**src/rtl/mtr_drv_multi.sv**
```systemverilog
// mtr_drv_multi: multi-phase motor gate drive.
//   One shared edge-aligned PWM generator (period 2^PWM_W clocks, double-buffered duty)
//   feeds NUM_PH commutation muxes, each followed by a programmable dead-time
//   nonoverlap stage driving the high/low gate enables.
// Optional feature: define MTR_DRV_FAULT_EN to add the fault input and the latched
//   fault_flag output (fault forces all gates off until a period end with fault low).
// Ports:
//   clk        system clock, rising edge
//   rst        synchronous active-high reset
//   duty       requested duty, loaded into the shadow register at period end
//   sel        per-phase mode, phase p uses sel[2p+1:2p] (00 coast, 01 rev, 10 fwd, 11 brake)
//   dead_time  dead-time setting, sampled when a dead-time interval starts
//   PWM_synch  one-cycle pulse when the PWM output reflects counter value 0
//   high/low   per-phase high-side / low-side gate enables
//   fault      fault request (MTR_DRV_FAULT_EN only)
//   fault_flag latched fault status (MTR_DRV_FAULT_EN only)
module mtr_drv_multi #(
    parameter int unsigned NUM_PH = 3,
    parameter int unsigned PWM_W  = 11,
    parameter int unsigned DEAD_W = 5
) (
    input  logic                  clk,
    input  logic                  rst,
    input  logic [PWM_W-1:0]      duty,
    input  logic [2*NUM_PH-1:0]   sel,
    input  logic [DEAD_W-1:0]     dead_time,
    output logic                  PWM_synch,
    output logic [NUM_PH-1:0]     high,
    output logic [NUM_PH-1:0]     low
`ifdef MTR_DRV_FAULT_EN
    ,
    input  logic                  fault,
    output logic                  fault_flag
`endif
);

    localparam logic [PWM_W-1:0] CntMax = '1;

    logic [PWM_W-1:0] cnt;
    logic [PWM_W-1:0] duty_shdw;
    logic             pwm_sig;
    logic             wrapped;
    logic             period_end;
    logic             fault_hold;

    assign period_end = (cnt == CntMax);

    // Shared PWM generator. The counter sits at 0 during reset, which is not a real
    // period start: PWM_synch is only issued once the counter has wrapped at least once.
    always_ff @(posedge clk) begin
        if (rst) begin
            cnt       <= '0;
            duty_shdw <= '0;
            pwm_sig   <= 1'b0;
            PWM_synch <= 1'b0;
            wrapped   <= 1'b0;
        end else begin
            cnt       <= cnt + PWM_W'(1);
            pwm_sig   <= (cnt < duty_shdw);
            PWM_synch <= wrapped && (cnt == '0);
            if (period_end) begin
                duty_shdw <= duty;
                wrapped   <= 1'b1;
            end
        end
    end

`ifdef MTR_DRV_FAULT_EN
    // Flag sets on any sampled fault and clears only at a period end with fault low.
    always_ff @(posedge clk) begin
        if (rst) begin
            fault_flag <= 1'b0;
        end else if (fault) begin
            fault_flag <= 1'b1;
        end else if (period_end) begin
            fault_flag <= 1'b0;
        end
    end

    // Also true on the clearing edge, so every phase reloads its dead-time counter there.
    assign fault_hold = fault | fault_flag;
`else
    assign fault_hold = 1'b0;
`endif

    for (genvar p = 0; p < NUM_PH; p++) begin : g_ph
        logic [1:0]        ph_sel;
        logic              h_in;
        logic              l_in;
        logic              hq;
        logic              lq;
        logic              h_out;
        logic              l_out;
        logic [DEAD_W-1:0] dcnt;

        assign ph_sel = sel[2*p +: 2];

        always_comb begin
            h_in = 1'b0;
            l_in = 1'b0;
            unique case (ph_sel)
                2'b00: begin
                    h_in = 1'b0;
                    l_in = 1'b0;
                end
                2'b01: begin
                    h_in = ~pwm_sig;
                    l_in = pwm_sig;
                end
                2'b10: begin
                    h_in = pwm_sig;
                    l_in = ~pwm_sig;
                end
                2'b11: begin
                    h_in = 1'b0;
                    l_in = pwm_sig;
                end
            endcase
        end

        // Any change of the requested levels blanks both gates for dead_time+1 cycles;
        // hq/lq never both 1 (mux table), so the outputs can never overlap.
        always_ff @(posedge clk) begin
            if (rst) begin
                hq    <= 1'b0;
                lq    <= 1'b0;
                dcnt  <= '0;
                h_out <= 1'b0;
                l_out <= 1'b0;
            end else if (fault_hold) begin
                hq    <= h_in;
                lq    <= l_in;
                dcnt  <= dead_time;
                h_out <= 1'b0;
                l_out <= 1'b0;
            end else if ((h_in != hq) || (l_in != lq)) begin
                hq    <= h_in;
                lq    <= l_in;
                dcnt  <= dead_time;
                h_out <= 1'b0;
                l_out <= 1'b0;
            end else if (dcnt != '0) begin
                dcnt  <= dcnt - DEAD_W'(1);
                h_out <= 1'b0;
                l_out <= 1'b0;
            end else begin
                h_out <= hq;
                l_out <= lq;
            end
        end

        assign high[p] = h_out;
        assign low[p]  = l_out;
    end

endmodule

```
**config.mk**
```make
export PLATFORM = sky130hd
export DESIGN_NAME = mtr_drv_multi
export DESIGN_NICKNAME = d
export VERILOG_FILES = /design/src/rtl/mtr_drv_multi.sv
export SDC_FILE = /design/constraint.sdc
export NUM_CORES = 1
export LEC_CHECK = 0
export ABC_CLOCK_PERIOD_IN_PS = 1900
export CAP_MARGIN = 15
export CORE_MARGIN = 2
export CORE_UTILIZATION = 56
export CTS_CLUSTER_DIAMETER = 50
export CTS_CLUSTER_SIZE = 30
export DETAILED_ROUTE_END_ITERATION = 8
export PLACE_DENSITY = 0.8
export SLEW_MARGIN = 20
export SYNTH_ARGS = -nofsm -noshare
export SYNTH_HDL_FRONTEND = slang
export SYNTH_SLANG_ARGS = --single-unit
```
**constraint.sdc**
```tcl
create_clock -name clk -period 1.9 [get_ports clk]
set_input_delay 0.38 -clock clk [delete_from_list [all_inputs] [get_ports clk]]
set_output_delay 0.38 -clock clk [all_outputs]
set_load 0.02 [all_outputs]
```
==> results.py, run 1 <==
metrics = {
    "synthesis": {
        "ys_seq_area_share_pct": 37.8,
        "ys_ff_latch": 52,
        "netlist_area_sq_mm": 0.00276,
        "synth_area_per_cell_sq_um": 9.50,
        "ys_types": 38,
        "yosysWarningCount": 0,
        "synthesis.instances": 290,
        "synth_fp_nets": 329,
    },
    "worst_setup_path": {
        "critPathSlowestCell": "clkdlybuf4s50_1",
        "worstReg2RegStart": "cnt[4]$_SDFF_PP0_",
        "cp-end-kind": "flip-flop",
        "worstPathCellList": "clkdlybuf4s50_1 > nor3b_2 > a211oi_1 > o32a_2 > nor4bb_2",
        "crit_arrival_ps": 1960,
        "worstSetupPathType": "in2reg",
        "cp-start-kind": "input pin",
        "worstPathRequired_ps": 2120,
        "worst-r2r-setup-slack_ps": 230,
        "path_max_fanout": 7,
        "startpoint": "sel[1]",
        "max_stage_delay_ps": 540,
    },
    "clock_network": {
        "cts_tree": "yes",
        "clk_pin_slew_worst_paths_ps": 80,
        "cts_buffers": 5,
        "htreeDepth": 2,
        "clock_latency_ps": 300,
        "cts_root_buf": "clkbuf_8",
        "cts_buffer_depth": 2,
        "cts.sinks": 52,
    },
    "layout": {
        "final_cell_mix": "dfxtp_1, nor2_1, clkdlybuf4s50_1",
        "area_growth_pct": 20.3,
        "mostFrequentLayoutCell": "dfxtp_1",
        "n_antenna_cell": 0,
        "final_nets": 370,
        "final_cell_area_sq_mm": 0.00331,
        "drive_gt1_share_pct": 13.0,
        "stdcell_count": 397,
    },
    "placement": {
        "dpl.cell_count": 391,
        "place.gp.congestion": 0.812,
        "io_buffers": 30,
        "place_area_sq_mm": 0.00321,
        "hpwl_microns": 3910,
    },
    "routing": {
        "met2_length_microns": 2900,
        "post-route-drc-count": 0,
        "ant_nets": 0,
        "top_layer_used": "met4",
        "viasPerCell": 5.29,
        "firstDrtPassIters": 4,
        "wl_met1_microns": 2190,
        "dr_wl_met3_microns": 182,
        "dr_total_vias": 2102,
        "drt_iter0_markers": 101,
        "wl_microns": 5350,
        "route.detailed.wl_per_inst_microns": 13.5,
    },
    "worst_hold_path": {
        "min_path_type": "reg2reg",
        "min_from": "wrapped$_SDFFE_PP0N_",
    },
    "die": {
        "die_w_microns": 74.1,
        "die_area_sq_mm": 0.00550,
        "start_util_pct": 58.3,
        "dieHeight_microns": 74.1,
        "core_area_sq_mm": 0.00472,
        "rows": 25,
        "io_pins": 31,
    },
    "timing": {
        "finalHoldViolCount": 0,
        "relSlewSlack_pct": 71.2,
        "hold_slack_ps": 471,
        "clock.fmax_ghz": 0.574,
        "period_share_pct": 91.6,
        "period_needed_ps": 1740,
        "skew_ps": 10.1,
        "tightest_slew_ps": 430,
        "rsz0062_at_grt": "no",
        "maxSlewViolCount": 0,
        "setup_viol": 0,
    },
    "run": {
        "maxCapViolations": 0,
    },
    "grt": {
        "gr-usage-all-layers_pct": 21.6,
        "grt_pass1_wl_microns": 9220,
        "grt_antenna_before_repair": 0,
        "grt_max_degree": 45,
        "grt.overflow.total": 0,
        "grt_pass1_vias": 2095,
    },
    "pwr": {
        "report.power.total_w": 0.00269,
        "p_per_area_mw_per_mm2": 813,
        "irDropWorstVdd_mv": 0.497,
        "p_leak_nw": 1.46,
    },
    "run_status": {
        "status": "complete, no violations",
    },
}
==> logic make-up (layout without fill, tap and decap cells) <==
logic type                 after synthesis  in the layout  share of synthesized area [%]
and+or+nand+nor                        117            117                           25.9
xor gates and xnor gates                15             15                           4.77
buffers and inverters                   39             79                           6.95
adders and majority gates               15             15                           6.81
AOI/OAI and AO/OA                       26             26                           8.31
DFF                                     52             52                           37.8
muxes                                   26             26                           9.45
==> routing by layer <==
| layer | global-route usage [%] | vias up |
|---|---|---|
| li1 | - | 1072 |
| met1 | 23.8 | 981 |
| met2 | 40.6 | 41 |
| met3 | 4.47 | 8 |
| met4 | 7.47 | 0 |
| met5 | 0 | - |
==> final cells by class <==
type / instances / area (sq um)
clock buffer: 5 / 68.8
fill: 364 / 1410
multi-input combinational: 199 / 1520
timing repair buffer: 51 / 483
tap: 67 / 83.8
inverter: 22 / 82.6
sequential: 52 / 1040
clock inverter: 1 / 30.0
==> cell usage after synthesis <==
cell type	n	area (sq um)
nor3b_2	3	37.5
inv_1	22	82.6
or4_1	1	7.51
or3_1	6	37.5
clkbuf_1	7	26.3
a221oi_1	1	8.76
dfxtp_1	52	1040
and3_1	3	18.8
o32a_1	1	10.0
buf_4	8	60.1
nor3b_1	2	15.0
xnor2_1	8	70.1
and4b_1	4	40.0
nor2b_1	9	56.3
o211a_1	1	10.0
ha_1	15	188
mux2i_1	26	260
nand3_1	3	15.0
nor4_1	1	6.26
nor3_1	6	30.0
o32ai_4	2	55.1
a21o_1	3	22.5
nor4bb_2	1	16.3
nand3b_1	3	22.5
o21bai_1	3	22.5
nor2_1	38	143
a211o_1	4	35.0
nand2_1	7	26.3
and4_1	2	17.5
nand4_1	8	50.1
xor2_1	7	61.3
nor4b_2	4	60.1
buf_6	2	22.5
a21oi_1	7	35.0
a211oi_1	4	30.0
nand2b_1	9	56.3
and3b_2	4	40.0
and2_1	3	18.8
==> through the flow <==
step           setup slack, ps  utilization, %  setup TNS, ps
3_5_place_dp              -230            68.0          -2880
6_report                   159            70.2              0
4_1_cts                   83.3            70.1              0
3_3_place_gp              -122            68.0          -1300
2_1_floorplan              424               -              0
5_1_grt                   57.5            70.2              0
==> power breakdown <==
| part | internal, W | leakage (nW) | switching (W) |
|---|---|---|---|
| combinational | 0.000412 | 0.984 | 0.000313 |
| clock | 0.000378 | 0.0501 | 0.000335 |
| sequential | 0.00117 | 0.425 | 0.0000829 |
==> flip-flops by register name, indices dropped and copies added (netlist names) <==
name / flops
g_ph.l_out: 3
g_ph.hq: 3
duty_shdw: 11
cnt: 11
g_ph.dcnt: 15
PWM_synch: 1
pwm_sig: 1
g_ph.h_out: 3
wrapped: 1
g_ph.lq: 3
==> timing repair <==
item                                    in CTS  in global routing
hold buffers                                 0                  0
endpoints found under the setup margin       0                  9
setup buffers                                0                  0
resized for setup                            0                  2
==> critical path, delay by kind of cell <==
family,cells,cell delay [ps]
AOI/OAI and AO/OA,2,560
buffers and inverters,1,540
and+or+nand+nor,2,480
==> worst paths after layout <==
kind,end,depth (start not counted)
max,g_ph[0].h_out$_SDFF_PP0_,5
min,PWM_synch$_SDFF_PP0_,2
max reg2reg,pwm_sig$_SDFF_PP0_,5
min reg2reg,PWM_synch$_SDFF_PP0_,2
(Power assumes the default switching activity.)
==> run 2, diff against run 1 <==
Settings changed: GPL_TIMING_DRIVEN from default to 0.
==> run 2 against run 1 <==
Clock power rose by 7.3%; critical path type unchanged; sequential power barely moved; non-clock buffer count fell by 4; highest routed layer unchanged; wire length fell by 6.2%; hold slack got worse by 8.9 ps; first-iteration DRC count fell by 24%; flip-flop and latch count did not move.
==> results.py, run 2 (synthesized netlist as in run 1, its figures left out) <==
metrics = {
    "clock_network": {
        "post-cts-setup-buffers": 0,
        "cts_root_buf": "clkbuf_8",
        "hold_buffers": 0,
        "htreeDepth": 2,
        "cts.sinks": 52,
        "cts_buffer_depth": 2,
        "cts_tree": "yes",
        "clk_pin_slew_worst_paths_ps": 100,
        "clock_latency_ps": 310,
        "cts_buffers": 5,
        "ctsResizeCount": 2,
    },
    "placement": {
        "io_buffers": 30,
        "hpwl_microns": 3870,
        "dpl.cell_count": 387,
        "place.gp.congestion": 0.809,
    },
    "die": {
        "core_area_sq_mm": 0.00472,
        "die_w_microns": 74.1,
        "io_pins": 31,
        "die_area_sq_mm": 0.00550,
        "dieHeight_microns": 74.1,
        "rows": 25,
        "start_util_pct": 58.3,
    },
    "layout": {
        "area_growth_pct": 18.3,
        "final_cell_mix": "dfxtp_1, nor2_1, clkdlybuf4s50_1",
        "reg_top3": "g_ph.dcnt: 15 flops, cnt: 11 flops, duty_shdw: 11 flops",
        "stdcell_count": 395,
        "n_antenna_cell": 0,
        "final_nets": 366,
        "largest_register_ffs": 15,
        "n_fill_cell": 395,
        "seq_area_sq_mm": 0.00104,
        "top_register": "g_ph.dcnt",
        "final_core_util_pct": 69.0,
        "drive_gt1_share_pct": 10.7,
        "multi_input_area_sq_mm": 0.00152,
        "mostFrequentLayoutCell": "dfxtp_1",
    },
    "pwr": {
        "p_per_area_mw_per_mm2": 816,
        "p_leak_nw": 1.42,
        "irDropWorstVdd_mv": 0.410,
    },
    "routing": {
        "drt_iter0_markers": 77,
        "wl_microns": 5020,
        "dr_total_vias": 2103,
        "firstDrtPassIters": 4,
        "ant_nets": 0,
        "post-route-drc-count": 0,
        "route.detailed.wl_per_inst_microns": 12.7,
        "viasPerCell": 5.32,
    },
    "grt": {
        "grt.overflow.total": 0,
        "grt_pass1_vias": 2007,
        "grt_pass1_wl_microns": 8700,
        "grt_max_degree": 18,
        "grt_antenna_before_repair": 0,
        "gr-usage-all-layers_pct": 20.5,
    },
    "worst_setup_path": {
        "cp-end-kind": "flip-flop",
        "r2r_end": "duty_shdw[4]$_SDFFE_PP0N_",
        "worstRegToRegCells": 6,
        "path_delay_family": "buffers and inverters",
        "startpoint": "sel[0]",
        "worstPathCellList": "clkdlybuf4s50_1 > nor3b_2 > a211oi_1 > o32a_1 > buf_6 > nor4bb_2",
        "worst-r2r-setup-slack_ps": 160,
        "worstPathRequired_ps": 2120,
        "path_max_fanout": 7,
        "critPathSlowestCell": "clkdlybuf4s50_1",
        "cp-start-kind": "input pin",
        "max_stage_delay_ps": 520,
        "cp.depth": 6,
        "crit_arrival_ps": 1970,
        "crit_buf_inv": 2,
        "worstSetupPathType": "in2reg",
        "worstReg2RegStart": "cnt[0]$_SDFF_PP0_",
        "critPathCapture": "g_ph[0].h_out$_SDFF_PP0_",
    },
    "timing": {
        "clock.fmax_ghz": 0.570,
        "maxSlewViolCount": 0,
        "period_share_pct": 92.3,
        "relSlewSlack_pct": 62.5,
        "tightest_slew_ps": 561,
        "skew_ps": 5.64,
        "setup_tns_ps": 0,
        "finalHoldViolCount": 0,
        "period_needed_ps": 1750,
        "rsz0062_at_grt": "no",
        "setup_viol": 0,
    },
    "run_status": {
        "status": "complete, no violations",
    },
    "worst_hold_path": {
        "min_from": "wrapped$_SDFFE_PP0N_",
        "min_path_type": "reg2reg",
    },
    "run": {
        "maxCapViolations": 0,
    },
}
==> run 2: layout make-up <==
type	count	area share (%)
plain buffers	17	3.46
clock buffers	5	2.11
repair buffers	30	9.22
clock inverters	3	1.42
inverters	22	2.53
well taps	67	2.57
multi-input cells	199	46.7
flip-flops and latches	52	32.0
==> run 2: worst register-to-register path: cells and delay by family, from the launching register on <==
kind,cells,cell delay (ps)
buffers and inverters,1,270
adder cells (fa/ha/maj),1,290
flip-flops,1,420
multiplexers,1,170
AND/OR/NAND/NOR,3,460
==> run 2: worst min path at each step <==
stage	endpoint	slack, ps	cells after the start
after floorplan	wrapped$_SDFFE_PP0N_	430	2
after global placement	wrapped$_SDFFE_PP0N_	440	2
after detailed placement	wrapped$_SDFFE_PP0N_	450	2
after CTS	wrapped$_SDFFE_PP0N_	460	2
after global routing	PWM_synch$_SDFF_PP0_	490	2
final	wrapped$_SDFFE_PP0N_	460	2
==> run 2: layer usage <==
| metal | part of all wire (%) | vias up | GRT usage, % | routed length [microns] |
|---|---|---|---|---|
| met5 | 0 | - | 0 | 0 |
| met4 | 2.0 | 0 | 8.69 | 98 |
| met3 | 2.3 | 10 | 4.07 | 115 |
| met2 | 52 | 27 | 37.8 | 2610 |
| met1 | 44 | 991 | 22.7 | 2200 |
| li1 | - | 1075 | - | - |
==> run 2: per-stage QoR <==
step | total power, W | setup WS (ps) | area [sq um] | hold slack, ps
after floorplan | 0.00176 | 424 | 2760 | 426
after global placement | 0.00190 | -322 | 3140 | 439
after detailed placement | 0.00192 | -345 | 3140 | 446
after CTS | 0.00269 | 128 | 3260 | 463
after global routing | 0.00280 | 15.3 | 3260 | 491
final | 0.00266 | 145 | 3260 | 463
==> run 2: power breakdown <==
part	switching (W)	total [W]	internal (W)	leakage (nW)
Sequential	0.0000727	0.00124	0.00117	0.424
Clock	0.000369	0.000765	0.000397	0.0548
Combinational	0.000297	0.000650	0.000354	0.944
